$ cat src/rtl/noc_params.sv
// Shared NoC router parameters and types.
// PORT_SIZE is the index width for router ports; VC_SIZE for virtual channels.
package noc_params;

    localparam int unsigned PORT_NUM  = 5;
    localparam int unsigned VC_NUM    = 2;
    localparam int unsigned PORT_SIZE = (PORT_NUM > 1) ? $clog2(PORT_NUM) : 1;
    localparam int unsigned VC_SIZE   = (VC_NUM > 1) ? $clog2(VC_NUM) : 1;

    typedef enum logic [PORT_SIZE-1:0] {
        LOCAL = 0,
        NORTH = 1,
        SOUTH = 2,
        WEST  = 3,
        EAST  = 4
    } port_t;

endpackage

$ cat src/rtl/switch_allocator_rr.sv
// Round-robin arbiter with an internally held priority pointer.
// The pointer only advances when the owner signals that the current grant
// was actually used (update), so a winner that is later discarded keeps
// its priority for the next cycle.
module round_robin_arbiter #(
    parameter int unsigned N = 2,
    localparam int unsigned IW = (N > 1) ? $clog2(N) : 1
) (
    input  logic          clk,
    input  logic          rst,
    input  logic [N-1:0]  request,
    input  logic          update,
    output logic [N-1:0]  grant,
    output logic [IW-1:0] grant_idx
);

    logic [IW-1:0] ptr;
    logic [IW-1:0] idx_hi;
    logic [IW-1:0] idx_lo;
    logic          found_hi;
    logic          found_lo;

    // Pick the first requester at or above the pointer, else wrap to the lowest.
    always_comb begin
        grant     = '0;
        grant_idx = '0;
        idx_hi    = '0;
        idx_lo    = '0;
        found_hi  = 1'b0;
        found_lo  = 1'b0;
        for (int unsigned j = 0; j < N; j++) begin
            if (request[j]) begin
                if (!found_lo) begin
                    found_lo = 1'b1;
                    idx_lo   = IW'(j);
                end
                if (!found_hi && (j >= 32'(ptr))) begin
                    found_hi = 1'b1;
                    idx_hi   = IW'(j);
                end
            end
        end
        grant_idx = found_hi ? idx_hi : idx_lo;
        if (found_lo) begin
            grant[grant_idx] = 1'b1;
        end
    end

    // Move priority just past the used winner.
    always_ff @(posedge clk or negedge rst) begin
        if (!rst) begin
            ptr <= '0;
        end else if (update && (|request)) begin
            ptr <= (32'(grant_idx) == N - 1) ? '0 : grant_idx + 1'b1;
        end
    end

endmodule

$ cat src/rtl/switch_allocator.sv
// Router switch allocator: separable input-first round-robin allocation
// with per-output-VC downstream credit tracking.
// Optional macro SA_OUTPUT_REG_EN registers the grant outputs (one cycle
// later); credit and pointer state still update at the evaluation edge.
module switch_allocator
    import noc_params::*;
#(
    parameter int unsigned CREDIT_MAX = 8
) (
    input  logic                                     clk,
    input  logic                                     rst,
    input  logic  [PORT_NUM-1:0][VC_NUM-1:0]         request_i,
    input  port_t [PORT_NUM-1:0][VC_NUM-1:0]         out_port_i,
    input  logic  [PORT_NUM-1:0][VC_NUM-1:0][VC_SIZE-1:0] downstream_vc_i,
    input  logic  [PORT_NUM-1:0]                     credit_valid_i,
    input  logic  [PORT_NUM-1:0][VC_SIZE-1:0]        credit_vc_i,
    output logic  [PORT_NUM-1:0]                     valid_o,
    output logic  [PORT_NUM-1:0][VC_SIZE-1:0]        sel_vc_o,
    output logic  [PORT_NUM-1:0]                     xb_valid_o,
    output logic  [PORT_NUM-1:0][PORT_SIZE-1:0]      xb_sel_o,
    output logic                                     error_o
);

    localparam int unsigned CW = $clog2(CREDIT_MAX + 1);

    logic [PORT_NUM-1:0][VC_NUM-1:0][CW-1:0]    credit;
    logic [PORT_NUM-1:0][VC_NUM-1:0]            eligible;

    logic [PORT_NUM-1:0][VC_NUM-1:0]            vc_onehot;
    logic [PORT_NUM-1:0][VC_SIZE-1:0]           vc_idx;
    logic [PORT_NUM-1:0]                        cand_valid;
    logic [PORT_NUM-1:0][PORT_SIZE-1:0]         cand_port;
    logic [PORT_NUM-1:0][VC_SIZE-1:0]           cand_dvc;

    logic [PORT_NUM-1:0][PORT_NUM-1:0]          req2;
    logic [PORT_NUM-1:0][PORT_NUM-1:0]          out_onehot;
    logic [PORT_NUM-1:0][PORT_SIZE-1:0]         out_idx;
    logic [PORT_NUM-1:0]                        out_used;
    logic [PORT_NUM-1:0]                        in_grant;

    logic [PORT_NUM-1:0]                        valid_c;
    logic [PORT_NUM-1:0][VC_SIZE-1:0]           sel_vc_c;
    logic [PORT_NUM-1:0]                        xb_valid_c;
    logic [PORT_NUM-1:0][PORT_SIZE-1:0]         xb_sel_c;

    logic [PORT_NUM-1:0][VC_NUM-1:0]            dec;
    logic [PORT_NUM-1:0][VC_NUM-1:0]            inc;

    // An input VC may compete only if its downstream VC has a free slot.
    always_comb begin
        eligible = '0;
        for (int unsigned p = 0; p < PORT_NUM; p++) begin
            for (int unsigned v = 0; v < VC_NUM; v++) begin
                if (request_i[p][v] && (32'(out_port_i[p][v]) < PORT_NUM)) begin
                    eligible[p][v] = (credit[out_port_i[p][v]][downstream_vc_i[p][v]] != '0);
                end
            end
        end
    end

    // Stage 1: one VC per input port.
    for (genvar gp = 0; gp < PORT_NUM; gp++) begin : g_in
        round_robin_arbiter #(.N(VC_NUM)) u_vc_arb (
            .clk       (clk),
            .rst       (rst),
            .request   (eligible[gp]),
            .update    (in_grant[gp]),
            .grant     (vc_onehot[gp]),
            .grant_idx (vc_idx[gp])
        );
    end

    // Stage-1 candidate per input and the per-output request matrix.
    always_comb begin
        cand_valid = '0;
        cand_port  = '0;
        cand_dvc   = '0;
        req2       = '0;
        for (int unsigned p = 0; p < PORT_NUM; p++) begin
            cand_valid[p] = |vc_onehot[p];
            cand_port[p]  = out_port_i[p][vc_idx[p]];
            cand_dvc[p]   = downstream_vc_i[p][vc_idx[p]];
        end
        for (int unsigned q = 0; q < PORT_NUM; q++) begin
            for (int unsigned p = 0; p < PORT_NUM; p++) begin
                req2[q][p] = cand_valid[p] && (32'(cand_port[p]) == q);
            end
        end
    end

    // Stage 2: one input per output port; any contender means a grant.
    for (genvar gq = 0; gq < PORT_NUM; gq++) begin : g_out
        assign out_used[gq] = |req2[gq];
        round_robin_arbiter #(.N(PORT_NUM)) u_port_arb (
            .clk       (clk),
            .rst       (rst),
            .request   (req2[gq]),
            .update    (out_used[gq]),
            .grant     (out_onehot[gq]),
            .grant_idx (out_idx[gq])
        );
    end

    // Final grant per input: it won on whichever output it targeted.
    always_comb begin
        in_grant = '0;
        for (int unsigned q = 0; q < PORT_NUM; q++) begin
            for (int unsigned p = 0; p < PORT_NUM; p++) begin
                if (out_onehot[q][p]) begin
                    in_grant[p] = 1'b1;
                end
            end
        end
    end

    // Grant-side output values; ungranted ports drive zero.
    always_comb begin
        valid_c    = in_grant;
        sel_vc_c   = '0;
        xb_valid_c = out_used;
        xb_sel_c   = '0;
        for (int unsigned p = 0; p < PORT_NUM; p++) begin
            if (in_grant[p]) begin
                sel_vc_c[p] = vc_idx[p];
            end
        end
        for (int unsigned q = 0; q < PORT_NUM; q++) begin
            if (out_used[q]) begin
                xb_sel_c[q] = out_idx[q];
            end
        end
    end

    // Credit consumption by grants and replenishment by returns.
    always_comb begin
        dec = '0;
        inc = '0;
        for (int unsigned q = 0; q < PORT_NUM; q++) begin
            if (out_used[q]) begin
                dec[q][cand_dvc[out_idx[q]]] = 1'b1;
            end
            if (credit_valid_i[q]) begin
                inc[q][credit_vc_i[q]] = 1'b1;
            end
        end
    end

    // Credit counters with saturation and a sticky overflow/underflow flag.
    always_ff @(posedge clk or negedge rst) begin
        if (!rst) begin
            for (int unsigned q = 0; q < PORT_NUM; q++) begin
                for (int unsigned v = 0; v < VC_NUM; v++) begin
                    credit[q][v] <= CW'(CREDIT_MAX);
                end
            end
            error_o <= 1'b0;
        end else begin
            for (int unsigned q = 0; q < PORT_NUM; q++) begin
                for (int unsigned v = 0; v < VC_NUM; v++) begin
                    if (inc[q][v] && !dec[q][v]) begin
                        if (credit[q][v] == CW'(CREDIT_MAX)) begin
                            error_o <= 1'b1;
                        end else begin
                            credit[q][v] <= credit[q][v] + 1'b1;
                        end
                    end else if (dec[q][v] && !inc[q][v]) begin
                        if (credit[q][v] == '0) begin
                            error_o <= 1'b1;
                        end else begin
                            credit[q][v] <= credit[q][v] - 1'b1;
                        end
                    end
                end
            end
        end
    end

`ifdef SA_OUTPUT_REG_EN
    // Registered grant outputs, one cycle behind the requests.
    always_ff @(posedge clk or negedge rst) begin
        if (!rst) begin
            valid_o    <= '0;
            sel_vc_o   <= '0;
            xb_valid_o <= '0;
            xb_sel_o   <= '0;
        end else begin
            valid_o    <= valid_c;
            sel_vc_o   <= sel_vc_c;
            xb_valid_o <= xb_valid_c;
            xb_sel_o   <= xb_sel_c;
        end
    end
`else
    // Combinational grant outputs, held at zero while reset is asserted.
    always_comb begin
        valid_o    = rst ? valid_c    : '0;
        sel_vc_o   = rst ? sel_vc_c   : '0;
        xb_valid_o = rst ? xb_valid_c : '0;
        xb_sel_o   = rst ? xb_sel_c   : '0;
    end
`endif

endmodule

$ cat config.mk
export PLATFORM = sky130hd
export DESIGN_NAME = switch_allocator
export DESIGN_NICKNAME = d
export VERILOG_FILES = /design/src/rtl/noc_params.sv /design/src/rtl/switch_allocator_rr.sv /design/src/rtl/switch_allocator.sv
export SDC_FILE = /design/constraint.sdc
export NUM_CORES = 1
export LEC_CHECK = 0
export CAP_MARGIN = 20
export CORE_MARGIN = 3
export CORE_UTILIZATION = 35
export CTS_BUF_LIST = sky130_fd_sc_hd__clkbuf_16
export DETAILED_ROUTE_END_ITERATION = 16
export RECOVER_POWER = 50
export SYNTH_ARGS = -nofsm -noshare
export SYNTH_HDL_FRONTEND = slang
export SYNTH_HIERARCHICAL = 1
export SYNTH_SLANG_ARGS = --single-unit
$ cat constraint.sdc
create_clock -name clk -period 7.65 [get_ports clk]
set_clock_uncertainty 0.05 [all_clocks]
set_input_delay 0.765 -clock clk [delete_from_list [all_inputs] [get_ports clk]]
set_output_delay 0.765 -clock clk [all_outputs]
set_load 0.005 [all_outputs]
==> out/qor.csv, run 1 <==
stage,metric,value,unit
yosys,synth_edf_count,0,
cts,post_cts_buffers,0,
detailed_routing,dr.pass1.iters,5,
power,leakage,0.003799,uW
placed_design,globalplace.congestion,0.9073,
timing,drv_slew,94,
yosys,ys_top_cells_by_count,"nor2_1 (102), nand2_1 (97), a21oi_1 (71)",
grt,grt_max_degree,60,
yosys,synth_area,7545,um^2
cts,cts.htree.levels,3,
yosys,synth-seq-cells,61,
setup_path,worst-setup-path-type,reg2out,
setup_path,crit_arrival,6.45,ns
grt,antenna_found_initial,0,
placed_design,dpl_worst_slack,0.6059,ns
detailed_routing,vias,7410,
run,drv_cap,2,
timing,holdWs,0.4508,ns
yosys,avgSynthCellArea,8.078,um^2
detailed_routing,drc,0,
die,floorplan.core_area,21090,um^2
detailed_routing,drt_wl_total,23.63,mm
timing,slew_headroom,-0.7969,
cts,tritoncts,built,
finish,syn_to_final_growth,21.64,%
grt,grt_pass1_vias,7001,
timing,fin_crit_sh,0.9502,
cts,clock-root-buffer,clkbuf_16,
yosys,synth_cells,934,
detailed_routing,avgViaCountPerCell,5.631,
die,die_height,152.8,um
setup_path,cp_max_fo,11,
yosys,syn-num-nets,1050,
finish,antenna_cells,0,
cts,clock_path_buffers,2,
timing,timing.final.ws_setup,0.3806,ns
status,outcome,"complete, but fails checks",
timing,fin_crit,7.269,ns
grt,globalRouteOverflowTotal,0,
cts,ctsResizeCount,0,
cts,clk_latency,0.34,ns
yosys,yosysSeqAreaShare,0.2040,
setup_path,cp-start-kind,register,
cts,numCtsBuffers,9,
yosys,ys.flop_type,dfrtp_1,
timing,fmax,0.1376,GHz
cts,clk_pin_slew_worst_paths,0.06,ns
timing,tns,0,ns
status,violations,"capacitance limit, slew limit",
timing,setup_viol,0,
setup_path,cp-end-kind,output port,
yosys,synth_cell_types,80,
detailed_routing,wl_per_cell,17.96,um
timing,tightestPinTransition,2.695,ns
placed_design,hpwl,18.52,mm
die,io_pins,93,
finish,drive_gt1_frac,0.1162,
grt,grt.total_usage,0.2005,
timing,finalHoldViolations,0,
power,p_per_area,277.3,nW/um^2
grt,grt_pass1_wl,38.11,mm
setup_path,critPathRequiredTime,6.84,ns
power,ir_drop,0.1331,mV
finish,final_net_count,1152,
placed_design,placed_cell_area,8892,um^2
die,start_util,0.3578,
cts,clock_sinks,61,
yosys,synthTopCellsByArea,"dfrtp_1 (17%), ha_1 (7.3%), nor2_1 (5.1%)",
yosys,synth.top_cell.area_share,0.1692,
cts,hold_buffers,0,
die,die_area,23350,um^2
detailed_routing,drtIter0Drc,555,
timing,rsz0062_at_grt,no,
detailed_routing,ant_nets,0,
die,num_rows,53,
yosys,synth.most_common_cell,nor2_1,
yosys,ys_warn_count,6,
yosys,synth_top_cell_by_area,dfrtp_1,
yosys,async_flop_share,1.000,
min_path,hp-class,reg2reg,
die,die_x,152.8,um
placed_design,io_buffers,92,
finish,finalInstanceArea,9178,um^2
through the flow:
stage,std cells,util,total power [uW]
floorplan,934,-,1688
CTS,1316,0.4363,2558
detailed placement,1300,0.4217,2098
global route,1316,0.4352,2774
global placement,1300,0.4217,2072
finish,1316,0.4352,2545
flip-flops by register name, indices dropped and copies added (netlist names):
name / cells
credit: 40
error_o: 1
g_out.u_port_arb/ptr: 15
g_in.u_vc_arb/ptr: 5
power breakdown:
group	internal (uW)	total, uW	switching, uW
registers	499	719	220
logic	640	1380	744
clock network	281	442	161
total	1420	2550	1120
critical path, stage by stage, from the launching register on:
cell and delay, ns:
dfrtp_1 0.44, nor3_1 0.43, nand2b_1 0.48, mux4_2 0.58, o21ai_1 0.15, o21ai_0 0.12
and2_0 0.22, a21boi_1 0.19, mux2_1 0.37, o21bai_1 0.21, nor2_1 0.53, inv_1 0.20
a221o_1 0.41, o32ai_4 0.39, nor4b_4 0.09, nor3_1 0.31, nand2_1 0.27, and3_1 0.28
clkdlybuf4s50_1 0.45
cell families (layout without fill, tap and decap cells):
family,after synthesis,in the layout,share of synthesized area
compound gates,272,272,0.2743
flops,61,61,0.2040
mux,29,29,0.06119
xor+xnor,46,46,0.05340
simple gates,375,375,0.2556
buf+inv,97,204,0.05207
fa+ha+maj,54,54,0.09950
placed cells by master, fill, tap and decap left out, drive strengths merged, types with 6 or more instances in the layout:
master / netlist / final
a211oi: 29 / 29
nor2b: 7 / 7
nor4b: 8 / 8
fa: 10 / 10
a21boi: 17 / 17
o32ai: 9 / 9
and2: 13 / 13
inv: 68 / 70
dfrtp: 51 / 51
clkdlybuf4s50: 0 / 90
a2111oi: 9 / 9
nand3: 20 / 20
xor2: 9 / 9
and3: 21 / 21
nor3b: 8 / 8
ha: 44 / 44
mux4: 13 / 13
clkbuf: 16 / 11
nor3: 41 / 41
nand2b: 23 / 23
nor4: 15 / 15
dfstp: 10 / 10
mux2: 7 / 7
mux2i: 9 / 9
nor2: 102 / 102
xnor2: 37 / 37
nand2: 98 / 98
a21oi: 75 / 75
buf: 13 / 27
o31ai: 11 / 11
or4: 6 / 6
o21bai: 11 / 11
a31oi: 7 / 7
o21ai: 38 / 38
a21o: 18 / 18
worst paths after layout:
kind	start	endpoint	cells past startpoint	slack [ns]
setup / recovery	credit[4]	sel_vc_o[0]	18	0.38
hold / removal	g_in[3].u_vc_arb/ptr	g_in[3].u_vc_arb/ptr	1	0.45
setup reg to reg	credit[4]	credit[15]	26	0.62
hold reg to reg	g_in[3].u_vc_arb/ptr	g_in[3].u_vc_arb/ptr	1	0.45
max in group asynchronous	rst	error_o	2	3.58
min in group asynchronous	rst	credit[10]	1	1.22
layout make-up:
cell class | instances | area (um^2)
Multi-Input combinational cell | 776 | 5609
Clock inverter | 7 | 83.83
Sequential cell | 61 | 1539
Fill cell | 2132 | 11910
Inverter | 68 | 255.2
Clock buffer | 9 | 225.2
Tap cell | 275 | 344.1
Timing Repair Buffer | 120 | 1121
per-layer routing:
layer,share of wire,track usage
met1,0.47,0.2816
met3,0.063,0.04502
met5,0,0
met4,0.021,0.04752
met2,0.44,0.3157
(Power assumes the default switching activity.)
==> run 2: changes to the inputs <==
- CTS_BUF_LIST: sky130_fd_sc_hd__clkbuf_16 -> sky130_fd_sc_hd__clkbuf_4 sky130_fd_sc_hd__clkbuf_8
- RECOVER_POWER: 50 -> not set
==> run 2 against run 1 <==
  * The flow now finishes without violations
  * Design area shrank 0.65%
  * Count of clock-buffer cells in the layout grew 3
  * Core utilization shrank 0.28 points
  * Power shrank 3.9%
  * Critical path depth is the same
  * Largest power group unchanged
  * Worst hold slack lost 0.091 ns
  * Sequential cell count is the same
  * Combinational power is essentially flat
  * Worst setup slack gained 0.045 ns
==> out/qor.csv, run 2 (synthesis results as in run 1) <==
stage,metric,value,unit,change
placed_design,globalplace.congestion,0.9073,,unchanged
setup_path,cp-end-kind,output port,,
timing,slew_headroom,0.4190,,+1.216
cts,ctsResizeCount,0,,unchanged
detailed_routing,wl_per_cell,17.79,um,-0.91%
finish,top_regs,"credit (40), g_out.u_port_arb/ptr (15), g_in.u_vc_arb/ptr (5)",,
finish,final_net_count,1152,,unchanged
finish,final_cells,1316,,unchanged
timing,drv_slew,0,,-100%
finish,drive_gt1_frac,0.1258,,+0.009606
setup_path,r2r_cells,25,,-3.8%
timing,timing.final.ws_setup,0.4253,ns,+0.04460 ns
power,leakage,0.003780,uW,-0.50%
setup_path,crit_arrival,6.41,ns,-0.04 ns
grt,grt_max_degree,60,,unchanged
timing,fmax,0.1384,GHz,+0.62%
grt,antenna_found_initial,0,,unchanged
cts,cts.htree.levels,3,,unchanged
setup_path,slowest_delay,0.58,ns,about the same
detailed_routing,vias,7359,,-0.69%
power,p_per_area,268.4,nW/um^2,-3.2%
placed_design,placed_cells,1300,,unchanged
cts,post_cts_buffers,0,,unchanged
cts,clk_latency,0.36,ns,+0.02 ns
run,drv_cap,0,,-2
detailed_routing,drtIter0Drc,575,,+3.6%
timing,finalHoldViolations,0,,unchanged
detailed_routing,drt_wl_total,23.42,mm,-0.91%
die,start_util,0.3578,,unchanged
timing,fin_crit,7.225,ns,-0.04460 ns
timing,tns,0,ns,unchanged
cts,numCtsBuffers,9,,unchanged
power,ir_drop,0.1199,mV,-9.9%
grt,globalRouteOverflowTotal,0,,unchanged
finish,fill_cells,2139,,+0.33%
timing,rsz0062_at_grt,no,,
die,num_rows,53,,unchanged
finish,final_cell_mix,"nor2_1 (102), nand2_1 (97), clkdlybuf4s50_1 (91)",,
grt,grt_pass1_wl,37.95,mm,-0.41%
setup_path,worst-setup-path-type,reg2out,,
finish,ff_latch_area,1539,um^2,unchanged
finish,multiInputGateArea,5625,um^2,+0.29%
finish,final_common_cell,nor2_1,,
setup_path,path_cells,"nor3_1, nand2b_1, mux4_2, o21ai_1, o21ai_0, and2_1, a21boi_1, mux2_2, o21bai_1, nor2_1, inv_1, a221o_1, o32ai_4, nor4b_4, nor3_1, nand2_1, and3_1, clkdlybuf4s50_1",,
finish,syn_to_final_growth,20.85,%,
placed_design,hpwl,18.52,mm,unchanged
die,floorplan.core_area,21090,um^2,unchanged
die,die_height,152.8,um,unchanged
grt,grt.total_usage,0.2000,,-0.0004882
detailed_routing,dr.pass1.iters,6,,+1
status,outcome,"complete, no violations",,
timing,fin_crit_sh,0.9444,,-0.005830
cts,clock_path_buffers,2,,unchanged
finish,antenna_cells,0,,unchanged
setup_path,slowest_stage,mux4_2,,
setup_path,cp-start-kind,register,,
finish,largest_reg_flops,40,,unchanged
cts,hold_buffers,0,,unchanged
placed_design,io_buffers,92,,unchanged
die,die_area,23350,um^2,unchanged
grt,grt_pass1_vias,6996,,-0.071%
setup_path,cp_max_fo,11,,unchanged
placed_design,dpl_worst_slack,0.6059,ns,unchanged
detailed_routing,drc,0,,unchanged
detailed_routing,ant_nets,0,,unchanged
setup_path,critPathRequiredTime,6.84,ns,about the same
cts,tritoncts,built,,
timing,setup_viol,0,,unchanged
die,io_pins,93,,unchanged
setup_path,cpMostUsedCell,nor3_1,,
finish,top_register,credit,,
min_path,hp-class,in2async,,
timing,tightestPinTransition,0.8473,ns,-1.848 ns
die,die_x,152.8,um,unchanged
cts,clk_pin_slew_worst_paths,0.07,ns,about the same
detailed_routing,avgViaCountPerCell,5.592,,-0.69%
cts,clock_sinks,61,,unchanged
cts,clock-root-buffer,clkbuf_8,,
run 2: power by group:
part           internal [uW]  leakage (uW)  switching, uW
registers                498      0.000719            220
clock network            199      0.000113            148
logic                    642       0.00295            740
total                   1340       0.00378           1110
run 2: critical path: cells and delay by family, from the launching register on:
family	cells	cell delay (ns)
AOI/OAI and AO/OA	6	1.45
and+or+nand+nor	8	2.56
buffers and inverters	2	0.64
DFF	1	0.44
muxes	2	0.95
run 2: worst paths after layout:
path	endpoint	startpoint	slack (ns)
max	sel_vc_o[0]	credit[4]	0.43
min	credit[10]	rst	0.36
max reg2reg	credit[15]	credit[4]	0.69
min reg2reg	g_in[3].u_vc_arb/ptr	g_in[3].u_vc_arb/ptr	0.45
max in group asynchronous	credit[35]	rst	6.24
min in group clk	g_in[3].u_vc_arb/ptr	g_in[3].u_vc_arb/ptr	0.45
run 2: routing by layer:
layer  global-route usage  vias to the layer above  share of wire
met5                    0                        -              0
met1               0.2808                     3451           0.46
li1                     -                     3645              -
met3              0.05125                       21          0.078
met2               0.3125                      242           0.44
met4              0.04285                        0          0.017
run 2: area by class of cell:
class / count / share of cell area
multi-input combinational: 776 / 0.6170
sequential: 61 / 0.1688
timing repair buffer: 120 / 0.1238
tap: 275 / 0.03774
inverter: 68 / 0.02800
clock buffer: 12 / 0.01674
clock inverter: 4 / 0.007959
run 2: metrics by stage:
step	total power [uW]	util	hold slack, ns	cell area [um^2]
2_1_floorplan	1688	-	0.4172	7545
3_3_place_gp	2072	0.4217	0.4379	8892
3_5_place_dp	2098	0.4217	0.4469	8892
4_1_cts	2460	0.4324	0.3607	9117
5_1_grt	2681	0.4324	0.3978	9117
6_report	2447	0.4324	0.3601	9117
